`config.mk`:
```
export PLATFORM = sky130hd
export DESIGN_NAME = gcd_req_arbiter
export DESIGN_NICKNAME = d
export VERILOG_FILES = /design/src/rtl/gcd_req_arbiter.sv
export SDC_FILE = /design/constraint.sdc
export NUM_CORES = 1
export LEC_CHECK = 0
export CAP_MARGIN = 10
export CORE_MARGIN = 10
export CORE_UTILIZATION = 39
export DETAILED_ROUTE_END_ITERATION = 12
export PLACE_DENSITY = 0.76
export REMOVE_ABC_BUFFERS = 1
export SYNTH_ARGS = -nofsm -noshare
export SYNTH_HDL_FRONTEND = slang
export SYNTH_SLANG_ARGS = --single-unit
```
`constraint.sdc`:
```
create_clock -name clk -period 6.59 [get_ports clk]
set_input_delay 0.9885 -clock clk [delete_from_list [all_inputs] [get_ports clk]]
set_output_delay 0.9885 -clock clk [all_outputs]
set_load 0.03 [all_outputs]
```
`src/rtl/gcd_req_arbiter.sv`:
```
// gcd_req_arbiter: round-robin sharing of one GCD unit among N_REQ requesters, with zero-operand bypass and a watchdog
module gcd_req_arbiter #(
   parameter int N_REQ   = 4,
   parameter int WIDTH   = 16,
   parameter int TIMEOUT = 1023
) (
   input  logic                   clk,
   input  logic                   rst_n,
   input  logic [N_REQ-1:0]       req,
   input  logic [N_REQ*WIDTH-1:0] op_a,
   input  logic [N_REQ*WIDTH-1:0] op_b,
   output logic [N_REQ-1:0]       gnt,
   output logic [N_REQ-1:0]       rsp_valid,
   output logic [WIDTH-1:0]       rsp_data,
   output logic                   rsp_err,
   output logic                   busy,
   output logic                   gcd_start,
   output logic [WIDTH-1:0]       gcd_a,
   output logic [WIDTH-1:0]       gcd_b,
   input  logic                   gcd_done,
   input  logic [WIDTH-1:0]       gcd_result
);
   localparam int IW = $clog2(N_REQ);
   localparam int TW = $clog2(TIMEOUT + 1);
   typedef enum logic [1:0] {IDLE, ISSUE, WAIT, RESP} state_t;
   state_t state_q, state_d;
   logic [IW-1:0] ptr_q, ptr_d, idx_q, idx_d, sel;
   logic [TW-1:0] timer_q, timer_d;
   logic [N_REQ-1:0] gnt_q, gnt_d, rsp_valid_q, rsp_valid_d;
   logic [WIDTH-1:0] rsp_data_q, rsp_data_d, gcd_a_q, gcd_a_d, gcd_b_q, gcd_b_d, sel_a, sel_b;
   logic rsp_err_q, rsp_err_d, busy_q, busy_d, gcd_start_q, gcd_start_d, hi;
   always_comb begin
      hi = 1'b0;
      for (int i = 0; i < N_REQ; i++) hi |= req[i] && i > int'(ptr_q);
      sel = '0;
      sel_a = '0;
      sel_b = '0;
      // Downward scan: lowest requester above the pointer, else lowest overall
      for (int i = N_REQ - 1; i >= 0; i--) begin
         if (req[i] && (!hi || i > int'(ptr_q))) begin
            sel = IW'(i);
            sel_a = op_a[i*WIDTH +: WIDTH];
            sel_b = op_b[i*WIDTH +: WIDTH];
         end
      end
   end
   always_comb begin
      state_d = state_q;
      ptr_d = ptr_q;
      idx_d = idx_q;
      timer_d = timer_q;
      gnt_d = '0;
      rsp_data_d = '0;
      rsp_err_d = 1'b0;
      gcd_start_d = 1'b0;
      gcd_a_d = gcd_a_q;
      gcd_b_d = gcd_b_q;
      case (state_q)
         IDLE: if (|req) begin
            state_d = ISSUE;
            idx_d = sel;
            gcd_a_d = sel_a;
            gcd_b_d = sel_b;
            gnt_d = N_REQ'(1) << sel;
            gcd_start_d = |sel_a && |sel_b;
         end
         ISSUE: begin
            timer_d = '0;
            state_d = gcd_start_q ? WAIT : RESP;
            rsp_data_d = gcd_start_q ? '0 : gcd_a_q | gcd_b_q;
         end
         WAIT: begin
            timer_d = timer_q + TW'(1);
            if (gcd_done) begin
               state_d = RESP;
               rsp_data_d = gcd_result;
            end else if (timer_q == TW'(TIMEOUT - 1)) begin
               state_d = RESP;
               rsp_err_d = 1'b1;
            end
         end
         default: begin
            state_d = IDLE;
            ptr_d = idx_q;
         end
      endcase
      rsp_valid_d = (state_d == RESP) ? N_REQ'(1) << idx_d : '0;
      busy_d = state_d != IDLE;
   end
   always_ff @(posedge clk or negedge rst_n) begin
      if (!rst_n) begin
         state_q <= IDLE;
         ptr_q <= IW'(N_REQ - 1);
         idx_q <= '0;
         timer_q <= '0;
         gnt_q <= '0;
         rsp_valid_q <= '0;
         rsp_data_q <= '0;
         rsp_err_q <= 1'b0;
         busy_q <= 1'b0;
         gcd_start_q <= 1'b0;
         gcd_a_q <= '0;
         gcd_b_q <= '0;
      end else begin
         state_q <= state_d;
         ptr_q <= ptr_d;
         idx_q <= idx_d;
         timer_q <= timer_d;
         gnt_q <= gnt_d;
         rsp_valid_q <= rsp_valid_d;
         rsp_data_q <= rsp_data_d;
         rsp_err_q <= rsp_err_d;
         busy_q <= busy_d;
         gcd_start_q <= gcd_start_d;
         gcd_a_q <= gcd_a_d;
         gcd_b_q <= gcd_b_d;
      end
   end
   assign gnt = gnt_q;
   assign rsp_valid = rsp_valid_q;
   assign rsp_data = rsp_data_q;
   assign rsp_err = rsp_err_q;
   assign busy = busy_q;
   assign gcd_start = gcd_start_q;
   assign gcd_a = gcd_a_q;
   assign gcd_b = gcd_b_q;
endmodule
```
# Yosys cells after proc, flatten, opt, wreduce, memory -nomap -nowiden
# Cells that the tools add are included.
# word_totals
ff_bits	75
input_bits	151
out_inout_bits	59
wordCells	76
# classes
n_addsub	1
magnitude_cmp	3
n_eq_ne	4
n_shift	2
n_mux	31
n_bitwise	3
n_reduce_logical	20
# ops
operator	count
16-bit 2-to-1 mux	10
16-bit case mux with 2 select lines	1
16-bit OR reduction	2
10-bit case mux with 2 select lines	1
2-bit 2-to-1 mux	9
16-bit bitwise OR	1
4-bit 2-to-1 mux	3
10-bit by 1-bit adder with 10-bit output, second input constant	1
10-bit == test, second input constant	1
1-bit logical AND	8
1-bit by 2-bit << shifter with 4-bit output, first input constant	2
1-bit 2-to-1 mux	6
2-bit case mux with 3 select lines	1
2-bit == test, second input constant	2
2-bit > comparator, first input constant	2
2-bit nonzero test	2
4-bit OR reduction	1
1-bit logical OR	3
3-bit OR reduction	1
2-bit by 1-bit == test with 1-bit output, second input constant	1
1-bit by 2-bit > comparator with 1-bit output, first input constant	1
2-bit logical NOT	1
1-bit bitwise OR	2
2-bit AND reduction	1
1-bit logical NOT	1

# Depth between registers and ports, before layout
# depth
depth_word	15
depth_mapped	11
ltp_nobuf	7

# Least setup slack after synthesis
# OpenSTA, ideal clock, no wires.
# synth_path
kind	input port to flip-flop
start	in req[3]
end	reg gcd_start_q, in the netlist gcd_start
setup_ns	0.120
t_arrival_ns	2.763
t_required_ns	6.470
slack_ns	3.707
stages	10
n_path_buf	3
cell_sequence	buf_6 o21ai_2 o211a_1 buf_6 buf_2 a221o_1 a22oi_1 nand4_1 or4_1 o211a_1
# synth_between
elab_chain_cells	13
elab_cells_between_ends	24
classes_between	mux: 10; bitwise: 1; reduce/logical: 13
# synth_lines
item	line_no	text
from (decl)	9	input logic [N_REQ-1:0] req,
1-bit logical AND	34	for (int i = 0; i < N_REQ; i++) hi |= req[i] && i > int'(ptr_q);
1-bit bitwise OR	34	
1-bit logical NOT	40	if (req[i] && (!hi || i > int'(ptr_q))) begin
1-bit logical OR	40	
1-bit logical AND	40	
16-bit 2-to-1 mux (4 in series)	40	
16-bit OR reduction	65	gcd_start_d = |sel_a && |sel_b;
1-bit logical AND	65	
1-bit 2-to-1 mux *	59	IDLE: if (|req) begin
1-bit 2-to-1 mux *	58	case (state_q)
net gcd_start_d	31	logic rsp_err_q, rsp_err_d, busy_q, busy_d, gcd_start_q, gcd_start_d, hi;
to (signal assigned)	114	gcd_start_q <= gcd_start_d;
to (decl)	31	
# Mark *: on every way through the listed nets, which the timed path passes. The rest lies on a longest branch.
# A chain may end at the register's enable or synchronous reset.

# Final worst setup path
# Ends and elaborated chain as after synthesis.

==> qor.yml <==
run_status:
  status: "complete, no violations"
finish:
  final_cell_mix: "208 x clkdlybuf4s50_1, 74 x nand2_1, 73 x dfrtp_1"
  drive_above_1_share_pct: 4.73
  layout.cells.non_filler: 817
  layout_commonest_cell: "clkdlybuf4s50_1"
  area_delta_synth_final_pct: 53.8
  finalNetCount: 830
  antennaDiodeCount: 0
floorplanning:
  rows: 38
  die_w_um: 125
  start_util_pct: 39.7
  die_area_um2: 15600
  ios: 210
  die_y_um: 125
  core-area_um2: 10800
clock_tree:
  cts_buffers: 9
  clockBufferDepth: 2
  holdBufCountCts: 0
  postCtsSetupBuffers: 0
  cts.repair.resized: 0
  clk_pin_slew_ps: 90
  ctsRootBufferMaster: "clkbuf_8"
  htreeDepth: 3
  clock_sinks: 75
  clkLatencyLatePin_ps: 370
  cts_tree: "yes"
worst_hold_path:
  hold_path_depth: 2
  hp-class: "register to register"
power:
  p_comb_share_pct: 57.2
  p_sw_w: 0.00129
  power.density_nw_per_um2: 416
  vdd_ir_drop_max_mv: 0.223
  pwr-share-clk_pct: 14.2
  pwr-share-seq_pct: 28.6
  p_int_w: 0.00146
  swShare_pct: 47.0
  leakagePower_nw: 2.62
drt:
  detailroute.via_count: 4690
  drc: 0
  first_iter_violations: 553
  wirelength_mm: 18.2
  firstDrtPassIters: 5
  routed_via_density: 5.74
  ant_nets: 0
  wl_per_cell_um: 22.2
global_route:
  grt_pass1_wl_mm: 27.6
  grt_overflow_total: 0
  antenna_found_initial: 0
  grtUsageTotal_pct: 22.4
  grt_pass1_vias: 4710
  grt_max_degree: 76
yosys:
  synth_warnings: 0
  ys.flop_type: "dfrtp_1"
  syn_area_um2: 4280
  synth_cell_types: 56
  async_reset_ff_share_pct: 100
  ys_seq_area_share_pct: 43.9
  synth-edff-count: 0
  ys_ff_latch: 75
  syn-mean-instance-area_um2: 8.76
  synthCells: 489
placed_design:
  place.detailed.hpwl_mm: 14.0
  io_buffers: 209
  place_inst: 801
  gp_congestion: 0.912
sta:
  slew_headroom_pct: 21.6
  worst_slew_pin_slew_ps: 1170
  fin_crit_sh_pct: 67.4
  finalSetupTns_ps: 0
  period_needed_ps: 4440
  rsz0062_at_grt: "false"
  clock.fmax_ghz: 0.225
  setup_viol: 0
  finClkSkew_ps: 9.32
  hold_viol_final: 0
  maxSlewViolCount: 0
worst_setup_path:
  crit_arrival_ps: 4700
  start_kind: "input port"
  reg2reg_depth: 7
  required_ps: 6850
  cp_max_fo: 51
  crit_type: "input port to register"
  end_kind: "register"
run:
  max_cap_violations: 0
-- critical path, stage by stage --
cell and delay (ps):
clkdlybuf4s50_1 830, nor2_1 330, o21a_1 560, and2_2 870
o31a_1 290, nand4_1 110, or4_1 540, o211a_1 160
-- final cells by class --
| cell class | instances | area (µm²) |
|---|---|---|
| clock buffers | 10 | 138 |
| well taps | 140 | 175 |
| flip-flops and latches | 75 | 1880 |
| multi-input cells | 363 | 2180 |
| repair buffers | 211 | 2100 |
| clock inverters | 6 | 71.3 |
| fillers | 971 | 4200 |
| inverters | 12 | 45.0 |
-- final timing paths --
path	startpoint	endpoint	slack [ps]
setup / recovery	req[3]	gcd_start	2150
max in group asynchronous	rst_n	gcd_b[0]	5180
hold / removal	idx_q[0]	ptr_q[0]	510
hold reg to reg	idx_q[0]	ptr_q[0]	510
min in group asynchronous	rst_n	rsp_data[10]	770
setup reg to reg	ptr_q[1]	gcd_start	3080
-- per-layer routing --
layer  vias to the layer above  GRT usage (%)  routed length (µm)
li1                       2174              -                   -
met1                      2267           26.9                7460
met2                       219           37.0                8780
met3                        30           6.51                1410
met4                         0           8.20                 522
met5                         -              0                   0
-- stage by stage --
step	hold WS (ps)	instance area, µm²	util [%]	total power [W]	setup WS [ps]
6_report	505	6590	61.1	0.00274	2150
3_5_place_dp	482	6380	59.1	0.00236	1880
3_3_place_gp	478	6380	59.1	0.00233	2020
2_1_floorplan	453	4080	-	0.00166	426
4_1_cts	513	6590	61.1	0.00275	2270
5_1_grt	545	6590	61.1	0.00291	1980
-- registers in the layout (all words and copies together) (netlist names) --
| register | count |
|---|---|
| idx_q | 2 |
| gcd_a | 16 |
| rsp_data | 16 |
| rsp_valid | 4 |
| gcd_start | 1 |
| timer_q | 10 |
| state_q | 2 |
| gnt | 4 |
| rsp_err | 1 |
| ptr_q | 2 |
| gcd_b | 16 |
| busy | 1 |
-- cells in the mapped netlist (6+ instances only) --
library cell	instances	share of area, %
a21boi_0	16	2.8
a21oi_1	15	1.8
a221o_1	13	3.0
a221oi_1	8	1.6
a22oi_1	9	1.6
a2bb2oi_1	11	2.2
a311oi_1	8	1.6
a31oi_1	7	1.0
buf_2	10	1.2
buf_6	6	1.6
clkbuf_1	21	1.8
dfrtp_1	73	43
ha_1	7	2.0
inv_1	12	1.1
nand2_1	74	6.5
nand3_1	19	2.2
nand4_1	9	1.3
nor2_1	38	3.3
nor3_1	13	1.5
o21ai_0	56	6.5
-- cells by family after synthesis --
| family | synth area share, % |
|---|---|
| adder cells (fa/ha/maj) | 2.04 |
| AO/OA/AOI/OAI | 28.1 |
| buffers and inverters | 5.81 |
| flip-flops | 43.9 |
| AND/OR/NAND/NOR | 18.8 |
| XOR/XNOR | 0.613 |
| multiplexers | 0.759 |
-- power by group through the flow --
stage                     sequential [W]  combinational (W)  clock, W
after floorplan                  0.00106           0.000602         0
after global placement          0.000785            0.00155         0
after detailed placement        0.000793            0.00157         0
after CTS                       0.000784            0.00157  0.000390
after global routing            0.000807            0.00169  0.000411
final                           0.000786            0.00157  0.000389
(Power assumes the default switching activity.)
